==> src/rtl/multicycle_ctrl.sv <==
// multicycle_ctrl: multi-cycle RV32I control unit.
// Accepts one instruction word at a time, decodes it and sequences it
// through FETCH -> DECODE -> EXEC -> (MEM) -> WB, driving datapath selects and
// strobes. Illegal instructions park the FSM in TRAP, and ECALL/EBREAK park
// it in HALT. Only reset leaves either state.
//
// Ports
//   clk, rstn                 clock, synchronous active-low reset
//   instruction, instr_valid  instruction word and its valid flag
//   instr_ready               high in FETCH: controller takes a word
//   mem_ready                 data memory access complete
//   write_en, pc_write        register file and PC write strobes (WB only)
//   mem_read, mem_write       load/store request, held through MEM
//   alu_sel, alu_a_sel, alu_b_sel, load_store_type, load_unsigned,
//   write_src_sel, branch_type
//                             IR-decoded datapath controls (EXEC/MEM/WB)
//   illegal, halted           sticky trap / halt indicators
//
// state  | meaning
// FETCH  | wait for instr_valid, latch IR
// DECODE | classify IR: illegal, system, or normal
// EXEC   | ALU operation
// MEM    | load/store request until mem_ready
// WB     | register write-back and PC update, one cycle
// TRAP   | illegal instruction, absorbing
// HALT   | ECALL/EBREAK executed, absorbing
module multicycle_ctrl #(
    parameter int ALU_SEL_WIDTH = 4
) (
    input  logic                     clk,
    input  logic                     rstn,
    input  logic [31:0]              instruction,
    input  logic                     instr_valid,
    output logic                     instr_ready,
    input  logic                     mem_ready,
    output logic                     write_en,
    output logic [ALU_SEL_WIDTH-1:0] alu_sel,
    output logic                     alu_a_sel,
    output logic                     alu_b_sel,
    output logic                     mem_read,
    output logic                     mem_write,
    output logic [1:0]               load_store_type,
    output logic                     load_unsigned,
    output logic [1:0]               write_src_sel,
    output logic [2:0]               branch_type,
    output logic                     pc_write,
    output logic                     illegal,
    output logic                     halted
);

    typedef enum logic [2:0] {
        FETCH, DECODE, EXEC, MEM, WB, TRAP, HALT
    } state_t;

    localparam logic [6:0] OPC_LUI    = 7'h37;
    localparam logic [6:0] OPC_AUIPC  = 7'h17;
    localparam logic [6:0] OPC_JAL    = 7'h6F;
    localparam logic [6:0] OPC_JALR   = 7'h67;
    localparam logic [6:0] OPC_BRANCH = 7'h63;
    localparam logic [6:0] OPC_LOAD   = 7'h03;
    localparam logic [6:0] OPC_STORE  = 7'h23;
    localparam logic [6:0] OPC_OPIMM  = 7'h13;
    localparam logic [6:0] OPC_OP     = 7'h33;
    localparam logic [6:0] OPC_FENCE  = 7'h0F;
    localparam logic [6:0] OPC_SYSTEM = 7'h73;

    localparam logic [ALU_SEL_WIDTH-1:0] ALU_ADD   = ALU_SEL_WIDTH'(0);
    localparam logic [ALU_SEL_WIDTH-1:0] ALU_SUB   = ALU_SEL_WIDTH'(1);
    localparam logic [ALU_SEL_WIDTH-1:0] ALU_SLL   = ALU_SEL_WIDTH'(2);
    localparam logic [ALU_SEL_WIDTH-1:0] ALU_SLT   = ALU_SEL_WIDTH'(3);
    localparam logic [ALU_SEL_WIDTH-1:0] ALU_SLTU  = ALU_SEL_WIDTH'(4);
    localparam logic [ALU_SEL_WIDTH-1:0] ALU_XOR   = ALU_SEL_WIDTH'(5);
    localparam logic [ALU_SEL_WIDTH-1:0] ALU_SRL   = ALU_SEL_WIDTH'(6);
    localparam logic [ALU_SEL_WIDTH-1:0] ALU_SRA   = ALU_SEL_WIDTH'(7);
    localparam logic [ALU_SEL_WIDTH-1:0] ALU_OR    = ALU_SEL_WIDTH'(8);
    localparam logic [ALU_SEL_WIDTH-1:0] ALU_AND   = ALU_SEL_WIDTH'(9);
    localparam logic [ALU_SEL_WIDTH-1:0] ALU_PASSB = ALU_SEL_WIDTH'(10);

    state_t      state, state_next;
    logic [31:0] ir;

    logic [6:0] opcode;
    logic [2:0] funct3;
    logic [6:0] funct7;
    logic [4:0] rd;
    logic       unused_ir_bits;

    assign opcode = ir[6:0];
    assign rd     = ir[11:7];
    assign funct3 = ir[14:12];
    assign funct7 = ir[31:25];
    // Register and immediate fields feed the datapath, not the controller.
    assign unused_ir_bits = ^ir[24:15];

    always_ff @(posedge clk) begin
        if (!rstn) begin
            state <= FETCH;
            ir    <= '0;
        end else begin
            state <= state_next;
            if (state == FETCH && instr_valid) begin
                ir <= instruction;
            end
        end
    end

    logic ir_illegal;

    always_comb begin
        ir_illegal = 1'b0;
        unique case (opcode)
            OPC_LUI, OPC_AUIPC, OPC_JAL, OPC_JALR, OPC_FENCE, OPC_SYSTEM:
                ir_illegal = 1'b0;
            OPC_LOAD:   ir_illegal = (funct3 == 3'd3) || (funct3 == 3'd6) || (funct3 == 3'd7);
            OPC_STORE:  ir_illegal = (funct3 > 3'd2);
            OPC_BRANCH: ir_illegal = (funct3 == 3'd2) || (funct3 == 3'd3);
            OPC_OP:     ir_illegal = !((funct7 == 7'h00) ||
                                       ((funct7 == 7'h20) && ((funct3 == 3'd0) || (funct3 == 3'd5))));
            OPC_OPIMM:  ir_illegal = (funct3 == 3'd5) && (funct7 != 7'h00) && (funct7 != 7'h20);
            default:    ir_illegal = 1'b1;
        endcase
    end

    // Integer ALU op from funct3; alt selects SUB/SRA.
    function automatic logic [ALU_SEL_WIDTH-1:0] int_alu_op(input logic [2:0] f3, input logic alt);
        logic [ALU_SEL_WIDTH-1:0] op;
        op = ALU_ADD;
        case (f3)
            3'd0: op = alt ? ALU_SUB : ALU_ADD;
            3'd1: op = ALU_SLL;
            3'd2: op = ALU_SLT;
            3'd3: op = ALU_SLTU;
            3'd4: op = ALU_XOR;
            3'd5: op = alt ? ALU_SRA : ALU_SRL;
            3'd6: op = ALU_OR;
            default: op = ALU_AND;
        endcase
        return op;
    endfunction

    logic [ALU_SEL_WIDTH-1:0] dec_alu;
    logic                     dec_a, dec_b, dec_lu, dec_we;
    logic [1:0]               dec_lst, dec_wsrc;
    logic [2:0]               dec_bt;

    always_comb begin
        dec_alu  = ALU_ADD;
        dec_a    = 1'b0;
        dec_b    = 1'b0;
        dec_lst  = 2'd0;
        dec_lu   = 1'b0;
        dec_wsrc = 2'd0;
        dec_bt   = 3'd0;
        dec_we   = 1'b0;
        unique case (opcode)
            OPC_LUI: begin
                dec_alu = ALU_PASSB;
                dec_b   = 1'b1;
                dec_we  = 1'b1;
            end
            OPC_AUIPC: begin
                dec_a  = 1'b1;
                dec_b  = 1'b1;
                dec_we = 1'b1;
            end
            OPC_JAL: begin
                dec_a    = 1'b1;
                dec_b    = 1'b1;
                dec_wsrc = 2'd2;
                dec_bt   = 3'd7;
                dec_we   = 1'b1;
            end
            OPC_JALR: begin
                dec_b    = 1'b1;
                dec_wsrc = 2'd2;
                dec_bt   = 3'd7;
                dec_we   = 1'b1;
            end
            OPC_BRANCH: begin
                dec_a = 1'b1;
                dec_b = 1'b1;
                case (funct3)
                    3'd0:    dec_bt = 3'd1;
                    3'd1:    dec_bt = 3'd2;
                    3'd4:    dec_bt = 3'd3;
                    3'd5:    dec_bt = 3'd4;
                    3'd6:    dec_bt = 3'd5;
                    3'd7:    dec_bt = 3'd6;
                    default: dec_bt = 3'd0;
                endcase
            end
            OPC_LOAD: begin
                dec_b    = 1'b1;
                dec_lst  = funct3[1:0];
                dec_lu   = funct3[2];
                dec_wsrc = 2'd1;
                dec_we   = 1'b1;
            end
            OPC_STORE: begin
                dec_b   = 1'b1;
                dec_lst = funct3[1:0];
            end
            OPC_OPIMM: begin
                // Only the shift-right immediate form carries a funct7 qualifier.
                dec_alu = int_alu_op(funct3, (funct3 == 3'd5) && funct7[5]);
                dec_b   = 1'b1;
                dec_we  = 1'b1;
            end
            OPC_OP: begin
                dec_alu = int_alu_op(funct3, funct7[5]);
                dec_we  = 1'b1;
            end
            default: ;
        endcase
        if (rd == 5'd0) begin
            dec_we = 1'b0;
        end
    end

    always_comb begin
        state_next      = state;
        instr_ready     = 1'b0;
        write_en        = 1'b0;
        alu_sel         = '0;
        alu_a_sel       = 1'b0;
        alu_b_sel       = 1'b0;
        mem_read        = 1'b0;
        mem_write       = 1'b0;
        load_store_type = 2'd0;
        load_unsigned   = 1'b0;
        write_src_sel   = 2'd0;
        branch_type     = 3'd0;
        pc_write        = 1'b0;
        illegal         = 1'b0;
        halted          = 1'b0;

        if (state == EXEC || state == MEM || state == WB) begin
            alu_sel         = dec_alu;
            alu_a_sel       = dec_a;
            alu_b_sel       = dec_b;
            load_store_type = dec_lst;
            load_unsigned   = dec_lu;
            write_src_sel   = dec_wsrc;
            branch_type     = dec_bt;
        end

        unique case (state)
            FETCH: begin
                instr_ready = 1'b1;
                if (instr_valid) state_next = DECODE;
            end
            DECODE: begin
                if (ir_illegal)                 state_next = TRAP;
                else if (opcode == OPC_SYSTEM)  state_next = HALT;
                else                            state_next = EXEC;
            end
            EXEC: begin
                if (opcode == OPC_LOAD || opcode == OPC_STORE) state_next = MEM;
                else                                           state_next = WB;
            end
            MEM: begin
                mem_read  = (opcode == OPC_LOAD);
                mem_write = (opcode == OPC_STORE);
                if (mem_ready) state_next = WB;
            end
            WB: begin
                pc_write   = 1'b1;
                write_en   = dec_we;
                state_next = FETCH;
            end
            TRAP:    illegal = 1'b1;
            HALT:    halted  = 1'b1;
            default: state_next = FETCH;
        endcase

        // Reset silences every output immediately, including a pending memory request.
        if (!rstn) begin
            instr_ready     = 1'b0;
            write_en        = 1'b0;
            alu_sel         = '0;
            alu_a_sel       = 1'b0;
            alu_b_sel       = 1'b0;
            mem_read        = 1'b0;
            mem_write       = 1'b0;
            load_store_type = 2'd0;
            load_unsigned   = 1'b0;
            write_src_sel   = 2'd0;
            branch_type     = 3'd0;
            pc_write        = 1'b0;
            illegal         = 1'b0;
            halted          = 1'b0;
        end
    end

endmodule

==> config.mk <==
export PLATFORM = sky130hd
export DESIGN_NAME = multicycle_ctrl
export DESIGN_NICKNAME = d
export VERILOG_FILES = /design/src/rtl/multicycle_ctrl.sv
export SDC_FILE = /design/constraint.sdc
export NUM_CORES = 1
export LEC_CHECK = 0
export BUFFER_PORTS_ARGS = -buffer_cell sky130_fd_sc_hd__buf_2
export CORE_ASPECT_RATIO = 0.5
export CORE_MARGIN = 2
export CORE_UTILIZATION = 53
export DETAILED_ROUTE_END_ITERATION = 12
export PLACE_DENSITY = 0.95
export SLEW_MARGIN = 40
export SYNTH_ARGS = -nofsm -noshare
export SYNTH_HDL_FRONTEND = slang
export SYNTH_SLANG_ARGS = --single-unit
==> constraint.sdc <==
create_clock -name clk -period 3.2 [get_ports clk]
set_input_delay 0.48 -clock clk [delete_from_list [all_inputs] [get_ports clk]]
set_output_delay 0.48 -clock clk [all_outputs]
set_load 0.03 [all_outputs]
After elaboration in Yosys (flattened, before gate mapping)
Index checks and enable logic that the tools add are counted.
Storage, ports and cells
  flip-flop bits (word level): 35
  input port bits: 36
  output and inout port bits: 21
  logic and storage cells: 110
Cells by class
  $lt $le $gt $ge: 1
  eq/ne operators: 28
  mux-type cells: 51
  bitwise logic cells: 1
  reductions and logical operators: 27
Operator list (number)
  4-bit case mux with 7 select lines: 2
  1-bit two-way mux: 29
  7-bit by 6-bit == test with 1-bit output (second input constant): 4
  7-bit == test (second input constant): 4
  3-bit == test (second input constant): 7
  3-bit two-way mux: 7
  3-bit case mux with 6 select lines: 1
  3-bit case mux with 5 select lines: 1
  7-bit by 5-bit == test with 1-bit output (second input constant): 2
  3-bit by 2-bit == test with 1-bit output (second input constant): 4
  4-bit case mux with 3 select lines: 1
  2-bit two-way mux: 5
  1-bit logical OR: 8
  4-bit two-way mux: 2
  8-bit OR reduction: 1
  7-bit by 2-bit == test with 1-bit output (second input constant): 1
  7-bit by 4-bit == test with 1-bit output (second input constant): 1
  7-bit zero test: 1
  7-bit by 6-bit inequality test with 1-bit output (second input constant): 1
  7-bit nonzero test: 1
  7-bit OR reduction: 1
  3-bit by 1-bit == test with 1-bit output (second input constant): 2
  3-bit zero test: 2
  1-bit case mux with 6 select lines: 1
  other kinds (12): 19

Logic depth before layout (Yosys ltp)
Gate-level depths: netlist of run 1.
  depth after elaboration: 8
  depth in mapped cells: 6
  depth with buffers taken out: 5

Least setup slack after synthesis of run 1
Ideal clock, no wire load.
  path type: flip-flop to output port
  from: register ir[6]
  to: output port alu_sel[0]
  arrival time: 1.969 ns
  required time: 2.720 ns
  path slack: 0.751 ns
  cell stages (with the launch flop): 4
  path buffers: 0
  cell sequence: dfxtp_1 -> nand2b_1 -> or4_4 -> nor4_1
On the way
  cells in the longest elaborated chain, start to end: 4
  elaborated cells on any way between the ends: 6
  those cells by class: eq/ne: 3; mux: 3
RTL lines
  start, declared: RTL line 80  | logic [31:0] ir;
  start signal, assigned: RTL line 102  | ir <= instruction;
  7-bit by 6-bit == test with 1-bit output / 7-bit by 5-bit == test with 1-bit output (equally long branches): RTL line 155  | unique case (opcode)
  4-bit case mux with 3 select lines *: RTL line 155
  4-bit two-way mux *: RTL line 237  | if (state == EXEC || state == MEM || state == WB) begin
  4-bit two-way mux *: RTL line 277  | if (!rstn) begin
  end, declared: RTL line 37  | output logic [ALU_SEL_WIDTH-1:0] alu_sel,
Mark *: on every way between the ends. The rest lies on a longest branch, timed or not.

Worst setup path in the final report of run 1
  from: register state[2]
  to: output port branch_type[0]
On the way
  cells in the longest elaborated chain, start to end: 5
  elaborated cells on any way between the ends: 7
  those cells by class: eq/ne: 3; mux: 2; reduce/logical: 2
RTL lines
  start, declared: RTL line 79  | state_t state, state_next;
  start signal, assigned: RTL line 100  | state <= state_next;
  3-bit by 2-bit == test with 1-bit output: RTL line 237
  1-bit logical OR: RTL line 237
  1-bit logical OR *: RTL line 237
  3-bit two-way mux *: RTL line 237
  3-bit two-way mux *: RTL line 277
  end, declared: RTL line 45  | output logic [2:0] branch_type,
Marks and branches as above.

==> results of run 1 <==
critical path, stage by stage, from the launching register on:
cell and delay [ns]:
dfxtp_1 0.61, nand2b_4 0.10, mux2i_1 0.13, nand2_1 0.22
or3_4 0.46, o31ai_2 0.17, buf_2 0.23
power by group:
part | internal (W) | switching [W] | total [W] | leakage [nW]
registers | 0.000340 | 0.0000488 | 0.000389 | 0.205
logic | 0.0000735 | 0.000104 | 0.000178 | 0.522
clock network | 0.0000913 | 0.000104 | 0.000196 | 0.0261
layer usage:
metal	track usage (%)	part of all wire, %	wire length, um
met4	4.75	1.2	48
met1	30.7	44	1710
met5	0	0	0
met3	4.09	5.9	227
met2	40.8	49	1880
worst min-delay path by stage:
stage | slack (ns) | endpoint
after global placement | 0.44 | ir[8]
final | 0.43 | ir[13]
after floorplan | 0.43 | ir[11]
after detailed placement | 0.44 | ir[11]
after global routing | 0.43 | ir[1]
after CTS | 0.43 | ir[9]
sequential cells by signal, indices dropped and copies added (netlist names):
name   flops
ir        22
state      3
cells in the mapped netlist, types with 3 or more instances:
cell,n,area share [%]
nor3_1,9,2.9
dfxtp_1,25,32
nand2_1,53,13
nor4_1,4,1.6
nor2b_1,6,2.4
a21oi_1,32,10
clkbuf_1,9,2.2
inv_1,6,1.5
and3_1,3,1.2
and2_1,3,1.2
o21ai_0,8,2.6
mux2i_1,3,1.9
buf_2,7,2.3
nor2_1,14,3.4
nand3_1,5,1.6
nand2b_1,3,1.2
metrics by stage:
stage	hold slack (ns)	worst slack [ns]	utilization, %
2_1_floorplan	0.431	0.751	-
6_report	0.433	0.516	67.7
3_3_place_gp	0.441	0.858	65.5
3_5_place_dp	0.444	0.833	65.5
4_1_cts	0.431	0.516	67.4
5_1_grt	0.431	0.312	67.7
kinds of logic (layout without fill, tap and decap cells):
kind of cell              count (synthesis)  count (layout)  share of synthesized area, %
and+or+nand+nor                         112             112                          36.0
AOI/OAI and AO/OA                        57              57                          23.0
DFF                                      25              25                          32.3
buffers and inverters                    23              58                          6.14
muxes                                     3               3                          1.94
xor gates and xnor gates                  1               1                         0.566
cell type report:
class,count,area (um^2)
clock buffers,3,41.3
clock inverters,1,8.76
fillers,254,867
inverters,6,22.5
multi-input cells,173,952
flip-flops and latches,25,500
well taps,37,46.3
repair buffers,48,245
==> metrics.md, run 1 <==
| Metric | Value |
|---|---|
| Detailed Routing Iterations Pass 1 | 4 |
| Postcts setup bufs | 0 |
| Main synth FF type | dfxtp_1 |
| Cell area after layout | 1820 um^2 |
| Die Ht | 42.2 um |
| CP Max Fanout | 13 |
| Placed cell areas | 1760 um^2 |
| Worst Setup End Kind | output pin |
| Vias | 1668 |
| Final net count | 293 |
| Fin crit share | 83.9% |
| Hold buffer count at cts | 0 |
| Antenna diodes | 0 |
| Required @ worst endpoint | 2.72 ns |
| Ys async rst share | 0% |
| LEAKAGE | 0.753 nW |
| Drt via density | 5.69 |
| IO buf count | 46 |
| Critical path class | reg2out |
| YS warnings | 0 |
| VDD IR max | 0.000252 V |
| DRT iter0 DRCs | 160 |
| Most frequent cells in the layout | nand2_1, buf_2, a21oi_1, dfxtp_1, nor2_1 |
| Die width | 80.4 um |
| Number of synthesized register bits | 25 |
| Worst Tran Pin Value | 0.782 ns |
| Clock Path Buffers | 2 |
| Global Route Usage Sum | 23.5% |
| Post-Syn Area | 1550 um^2 |
| CTS resizes | 0 |
| CTS tree | done |
| H-Tree Depth | 1 |
| Most common cell after layout, fill and taps aside | nand2_1 |
| Post-synth EDFFs | 0 |
| Vias in the first global route | 1446 |
| Area Overhead vs Synth | 17.4% |
| Share of cells above drive strength 1 | 24.2% |
| Seq/Total Area, Yosys | 32.3% |
| Gpl congestion | 0.896 |
| Io pins | 57 |
| Root Driver | clkbuf_8 |
| Worst Hold Class | in2reg |
| Placed wire-length estimate | 2730 um |
| Worst setup SP type | register |
| Fmax | 0.373 GHz |
| Initial Utilization | 57.7% |
| Slew HR | 47.8% |
| Reg2Reg Depth | 5 |
| TritonCTS Buffers | 3 |
| Number of max-cap violations | 0 |
| Status | finished clean |
| CORE AREA | 2680 um^2 |
| Reg clk slew, reported paths | 0.09 ns |
| Drt drc | 0 |
| Skew final | 0.00121 ns |
| WL per Instance | 13.2 um |
| GR Overflow Total | 0 |
| CTS sink cnt | 25 |
| Reg-to-reg endpoint | state[2] |
| Non-filler cells, final | 293 |
| Synthesized area per cell | 7.00 um^2 |
| Power density over the cells | 420 nW/um^2 |
| R2R setup slack | 1.32 ns |
| Final antenna-violating net count | 0 |
| Fin. Hold Viols | 0 |
| Skew-Pair Late Insertion Delay | 0.27 ns |
| Max-slew violation count | 0 |
| Tot Pwr | 0.000763 W |
| HP Start | instruction[13] |
| Distinct cells, synth | 42 |
| Setup-violating endpoint count in the final report | 0 |
| Post-Route Setup TNS | 0 ns |
| Critical path data arrival time | 2.20 ns |
| Synth Net Count | 257 |
| Tmin final | 2.68 ns |
| Die ar. | 3390 um^2 |
| Reg2reg start | ir[4] |
| Initial antenna violation count | 0 |
| Largest net degree at the start of global routing | 25 |
| Row count | 13 |
| First-pass GRT wire length | 6430 um |
| Hold path cells | 3 |
| CP startpoint | state[2] |
| WL final | 3870 um |
| Post-Syn Instances | 221 |
| RSZ-0062 raised after global routing | false |
| Inst Count DP | 288 |
| Critical path capture point | branch_type[0] |
No activity file was read; power rests on OpenSTA's default activity.
==> run 2: changes to the inputs <==
- CORE_UTILIZATION: 53 -> 44
- PLACE_DENSITY: 0.95 -> 0.86
- clock period: 3.2 -> 2.28 ns (I/O delays scaled with it)
==> run 2 against run 1 <==
  * Combinational power increased by 62%
  * Final cell count increased by 7.8%
  * Clock power increased by 47%
  * Critical path type unchanged
  * Utilization decreased by 9.3 points
  * Non-clock buffer count increased by 9
  * Cell area increased by 9.2%
==> metrics.md, run 2 (synthesis gave the netlist of run 1 again) <==
| Metric | Value |
|---|---|
| Status | finished clean (unchanged) |
| CTS sink cnt | 25 (unchanged) |
| CTS tree | done (unchanged) |
| Vias in the first global route | 1572 (was 1446) |
| Storage cell area | 512 um^2 (was 500 um^2) |
| Reg clk slew, reported paths | 0.10 ns (was 0.09 ns) |
| Io pins | 57 (unchanged) |
| Share of cells above drive strength 1 | 32.1% (was 24.2%) |
| Final net count | 302 (was 293) |
| Fin crit share | 99.8% |
| WL final | 4170 um (was 3870 um) |
| Root Driver | clkbuf_8 (unchanged) |
| Slew HR | 63.8% (was 47.8%) |
| CP Max Fanout | 6 (was 13) |
| Most common cell after layout, fill and taps aside | nand2_1 (unchanged) |
| Max-slew violation count | 0 (unchanged) |
| Initial Utilization | 45.6% (was 57.7%) |
| Die width | 87.9 um (was 80.4 um) |
| Vias | 1733 (was 1668) |
| Drt via density | 5.48 (was 5.69) |
| CORE AREA | 3400 um^2 (was 2680 um^2) |
| Worst Tran Pin Value | 0.542 ns (was 0.782 ns) |
| First-pass GRT wire length | 6580 um (was 6430 um) |
| LEAKAGE | 0.822 nW (was 0.753 nW) |
| Initial antenna violation count | 0 (unchanged) |
| Fill count | 304 (was 254) |
| Top flop regs | ir (22), state (3) (unchanged) |
| Row count | 15 (was 13) |
| Fin. Hold Viols | 0 (unchanged) |
| Drt drc | 0 (unchanged) |
| Tot Pwr | 0.00111 W (was 0.000763 W) |
| Gpl congestion | 0.891 (was 0.896) |
| Largest register by flop count | ir (unchanged) |
| RSZ-0062 raised after global routing | true (was false) |
| Setup-violating endpoint count in the final report | 0 (unchanged) |
| Critical path data arrival time | 1.93 ns (was 2.20 ns) |
| Pre-CTS setup slack | 0.236 ns (was 0.833 ns) |
| Die Ht | 45.9 um (was 42.2 um) |
| Worst Setup End Kind | output pin (unchanged) |
| Min setup slack post-route | 0.00490 ns (was 0.516 ns) |
| Global Route Usage Sum | 20.7% (was 23.5%) |
| Skew final | 0.00211 ns (was 0.00121 ns) |
| TritonCTS Buffers | 3 (unchanged) |
| Skew-Pair Late Insertion Delay | 0.28 ns (was 0.27 ns) |
| IO buf count | 46 (unchanged) |
| Max reg flops | 22 (unchanged) |
| Clock Path Buffers | 2 (unchanged) |
| Fmax | 0.440 GHz |
| VDD IR max | 0.000225 V (was 0.000252 V) |
| Hold buffer count at cts | 0 (unchanged) |
| Critical path class | reg2out (unchanged) |
| Largest net degree at the start of global routing | 25 (unchanged) |
| Placed wire-length estimate | 2910 um (was 2730 um) |
| Worst setup SP type | register (unchanged) |
| Post-Route Setup TNS | 0 ns (unchanged) |
| Worst Hold Class | in2reg (unchanged) |
| Final antenna-violating net count | 0 (unchanged) |
| WL per Instance | 13.2 um (about the same) |
| Fin util | 58.4% (was 67.7%) |
| Tmin final | 2.28 ns |
| Power density over the cells | 561 nW/um^2 (was 420 nW/um^2) |
| Die ar. | 4040 um^2 (was 3390 um^2) |
| Number of max-cap violations | 0 (unchanged) |
| Multi-input gate area | 1010 um^2 (was 952 um^2) |
| Antenna diodes | 0 (unchanged) |
| DRT iter0 DRCs | 124 (was 160) |
| H-Tree Depth | 1 (unchanged) |
| Required @ worst endpoint | 1.94 ns (was 2.72 ns) |
| Detailed Routing Iterations Pass 1 | 6 (was 4) |
| Most frequent cells in the layout | nand2_1, buf_2, a21oi_1, dfxtp_1 (was nand2_1, buf_2, a21oi_1, dfxtp_1, nor2_1) |
| Area Overhead vs Synth | 28.2% (was 17.4%) |
| GR Overflow Total | 0 (unchanged) |
==> run 2: metal layers <==
| metal | track usage (%) | wire length [um] | share of wire [%] | vias up |
|---|---|---|---|---|
| li1 | - | - | - | 859 |
| met1 | 25.0 | 1740 | 42 | 782 |
| met2 | 36.4 | 2030 | 49 | 78 |
| met3 | 4.89 | 307 | 7.4 | 14 |
| met4 | 8.62 | 87 | 2.1 | 0 |
| met5 | 0 | 0 | 0 | - |
==> run 2: worst max-delay path: stages (launching register included) <==
cell     delay, ns
dfxtp_4       0.38
or4_4         0.52
or3_4         0.38
o31ai_4       0.20
buf_6         0.17
==> run 2: power breakdown <==
group          total, W  leakage, nW  switching, W  internal, W
clock          0.000289       0.0261      0.000160     0.000128
sequential     0.000536        0.208     0.0000554     0.000480
combinational  0.000289        0.588      0.000169     0.000120
total           0.00111        0.822      0.000385     0.000729
==> run 2: worst paths after layout <==
kind	cells past startpoint	end	start	slack (ns)
setup / recovery	4	branch_type[0]	ir[4]	0.005
hold / removal	3	ir[0]	instruction[0]	0.28
setup reg to reg	5	state[0]	ir[12]	0.47
hold reg to reg	2	ir[9]	ir[9]	0.46
==> run 2: what timing repair did <==
action | 4_1_cts | 5_1_grt
gates resized for setup | 11 | 13
endpoints found under the setup margin | 3 | 7
buffers inserted | 0 | 0
pin swaps | 1 | 1
==> run 2: layout make-up <==
type	instances	area share (%)
Multi-Input combinational cell	173	50.8
Tap cell	51	3.22
Timing Repair Buffer	57	16.6
Inverter	6	1.13
Clock inverter	1	0.441
Sequential cell	25	25.8
Clock buffer	3	2.08
==> run 2: stage by stage <==
stage / hold WS (ns) / area [um^2] / instances
after global routing: 0.291 / 1980 / 316
after floorplan: 0.431 / 1550 / 221
after detailed placement: 0.447 / 1860 / 312
after global placement: 0.440 / 1860 / 312
after CTS: 0.283 / 1940 / 316
final: 0.283 / 1980 / 316
==> run 3: changes to the inputs <==
- CORE_UTILIZATION: 44 -> 49
- PLACE_DENSITY: 0.86 -> 0.9
- clock period: 2.28 -> 2.2 ns (I/O delays scaled with it)
==> run 3 against run 2 <==
  * Wire length fell by 5.4%
  * Combinational power grew 9.0%
  * Global-route usage up 1.4 points
  * Largest cell class unchanged
  * Clock power up 1%
  * The run now ends with setup timing left
==> metrics.md, run 3 (synthesis gave the netlist of run 1 again) <==
| Metric | Value |
|---|---|
| Setup-violating endpoint count in the final report | 1 (was 0) |
| Final net count | 304 (was 302) |
| Gpl congestion | 0.912 (was 0.891) |
| Worst Setup End Kind | output pin (unchanged) |
| Hold path cells | 3 (unchanged) |
| Die width | 83.5 um (was 87.9 um) |
| Min setup slack post-route | -0.0321 ns (was 0.00490 ns) |
| Crit path largest cell delay | 0.57 ns (was 0.52 ns) |
| CP Max Fanout | 4 (was 6) |
| Initial Utilization | 51.4% (was 45.6%) |
| Initial antenna violation count | 0 (unchanged) |
| TritonCTS Buffers | 3 (unchanged) |
| Slew HR | 61.7% (was 63.8%) |
| Number of max-cap violations | 0 (unchanged) |
| Comb power frac | 27.5% (was 26.0%) |
| Skew final | 0.00524 ns (was 0.00211 ns) |
| P_sw | 0.000389 W (was 0.000385 W) |
| Status | complete, but fails checks (was finished clean) |
| Reg-to-reg endpoint | state[0] (unchanged) |
| Multi-input gate area | 973 um^2 (was 1010 um^2) |
| Placed wire-length estimate | 2890 um (was 2910 um) |
| Most frequent cells in the layout | nand2_1, buf_2, a21oi_1, dfxtp_1, buf_4 (was nand2_1, buf_2, a21oi_1, dfxtp_1) |
| Io pins | 57 (unchanged) |
| Top Family by Delay on Critical Path | simple AND/OR/NAND/NOR gates (unchanged) |
| Area Overhead vs Synth | 25.5% (was 28.2%) |
| Internal power | 0.000757 W (was 0.000729 W) |
| Power density over the cells | 590 nW/um^2 (was 561 nW/um^2) |
| Vias | 1684 (was 1733) |
| Crit-path cells | or4_4 -> or3_4 -> o31ai_2 -> buf_4 (was or4_4 -> or3_4 -> o31ai_4 -> buf_6) |
| Largest net degree at the start of global routing | 25 (unchanged) |
| Buf+Inv Stages, Crit Path | 1 (unchanged) |
| Critical path class | reg2out (unchanged) |
| WHS | 0.279 ns (was 0.283 ns) |
| Tot Pwr | 0.00115 W (was 0.00111 W) |
| Largest register by flop count | ir (unchanged) |
| Cell area after layout | 1940 um^2 (was 1980 um^2) |
| Critical path data arrival time | 1.90 ns (was 1.93 ns) |
| IO buf count | 46 (unchanged) |
| Failing checks | setup timing |
| Share of cells above drive strength 1 | 30.3% (was 32.1%) |
| GR Overflow Total | 0 (unchanged) |
| Drt drc | 0 (unchanged) |
| Reg clk slew, reported paths | 0.10 ns (about the same) |
| CTS tree | done (unchanged) |
| Required @ worst endpoint | 1.87 ns (was 1.94 ns) |
| Storage cell area | 509 um^2 (was 512 um^2) |
| Reg2reg start | ir[12] (unchanged) |
| Reg2Reg Depth | 5 (unchanged) |
| RSZ-0062 raised after global routing | true (unchanged) |
| VDD IR max | 0.000367 V (was 0.000225 V) |
| Most common cell after layout, fill and taps aside | nand2_1 (unchanged) |
| HP Start | instruction[4] (was instruction[0]) |
| Detailed Routing Iterations Pass 1 | 4 (was 6) |
| Fmax | 0.448 GHz |
| Hold buffer count at cts | 0 (unchanged) |
| WL per Instance | 12.8 um (was 13.2 um) |
| Global Route Usage Sum | 22.1% (was 20.7%) |
| Max reg flops | 22 (unchanged) |
| Fill count | 255 (was 304) |
| Clock Path Buffers | 2 (unchanged) |
| WL final | 3940 um (was 4170 um) |
| Top flop regs | ir (22), state (3) (unchanged) |
| Fin crit share | 101% |
| Fin. Hold Viols | 0 (unchanged) |
| Worst Tran Pin Value | 0.571 ns (was 0.542 ns) |
| H-Tree Depth | 1 (unchanged) |
| Max-slew violation count | 0 (unchanged) |
| LEAKAGE | 0.812 nW (was 0.822 nW) |
| Row count | 14 (was 15) |
| Switching Share | 33.9% (was 34.6%) |
| Clock network power share | 25.6% (was 25.9%) |
| Reg power frac | 47.0% (was 48.1%) |
| Root Driver | clkbuf_8 (unchanged) |
| Skew-Pair Late Insertion Delay | 0.28 ns (about the same) |
| DRT iter0 DRCs | 177 (was 124) |
| Final antenna-violating net count | 0 (unchanged) |
| Hold Path End | ir[4] (was ir[0]) |
| Post-Route Setup TNS | -0.0321 ns (was 0 ns) |
| First-pass GRT wire length | 6550 um (was 6580 um) |
| Placed cell areas | 1870 um^2 (was 1860 um^2) |
| Fin util | 64.5% (was 58.4%) |
| Vias in the first global route | 1471 (was 1572) |
| Drt via density | 5.49 (was 5.48) |
| CORE AREA | 3010 um^2 (was 3400 um^2) |
| R2R setup slack | 0.33 ns (was 0.47 ns) |
| Tmin final | 2.23 ns |
| Die ar. | 3650 um^2 (was 4040 um^2) |
| Antenna diodes | 0 (unchanged) |
| Worst Hold Class | in2reg (unchanged) |
| Die Ht | 43.7 um (was 45.9 um) |
| Worst setup SP type | register (unchanged) |
| CTS sink cnt | 25 (unchanged) |
| CP max-delay cell | or4_4 (unchanged) |
-- run 3: changes by cell type in the layout (fill, tap and decap cells not counted), moves of 2 or more --
cell	previous run	this run
nand2b_4	3	1
dfxtp_1	18	20
nand2b_1	1	3
dfxtp_2	6	4
buf_4	14	17
-- run 3: worst max path at each step --
stage / cells after the start / endpoint / from / slack [ns]
floorplan: 6 / branch_type[0] / state[0] / 0.02
global route: 4 / branch_type[0] / ir[2] / -0.08
CTS: 4 / branch_type[0] / ir[2] / -0.03
global placement: 6 / branch_type[0] / state[2] / 0.22
finish: 4 / branch_type[0] / ir[2] / -0.03
detailed placement: 6 / branch_type[0] / state[2] / 0.18
-- run 3: cell type report --
class | instances | area share (%)
Clock buffer | 3 | 2.12
Clock inverter | 1 | 0.451
Multi-Input combinational cell | 173 | 50.1
Inverter | 6 | 1.16
Tap cell | 40 | 2.58
Sequential cell | 25 | 26.2
Timing Repair Buffer | 59 | 17.4
-- run 3: power by group through the flow --
stage	Sequential [W]	Combinational (W)	Clock, W
final	0.000538	0.000315	0.000293
after global routing	0.000545	0.000355	0.000309
after CTS	0.000536	0.000313	0.000294
after detailed placement	0.000545	0.000311	0
after global placement	0.000543	0.000299	0
after floorplan	0.000525	0.000236	0
-- run 3: tightest hold or removal path, stage by stage --
cell and delay, ns:
buf_2 0.09, nand2_1 0.05, a21oi_1 0.05
-- run 3: timing repair --
item | in CTS | in global routing
buffers inserted | 0 | 0
cloned | 0 | 0
resized for setup | 5 | 9
pin swaps | 1 | 0
endpoints found under the hold margin | 0 | 0
setup endpoints to repair | 4 | 8
-- run 3: metal layers --
layer / GRT usage, % / share of wire [%] / up-vias
met5: 0 / 0 / -
met4: 4.52 / 0.25 / 0
met3: 4.38 / 6.2 / 3
met2: 38.1 / 48 / 65
met1: 29.7 / 45 / 751
li1: - / - / 865
-- run 3: per-stage QoR --
step                      instances  setup WS (ns)
final                           307        -0.0321
after global routing            307        -0.0808
after CTS                       307        -0.0275
after detailed placement        303          0.176
after global placement          303          0.224
after floorplan                 221         0.0245
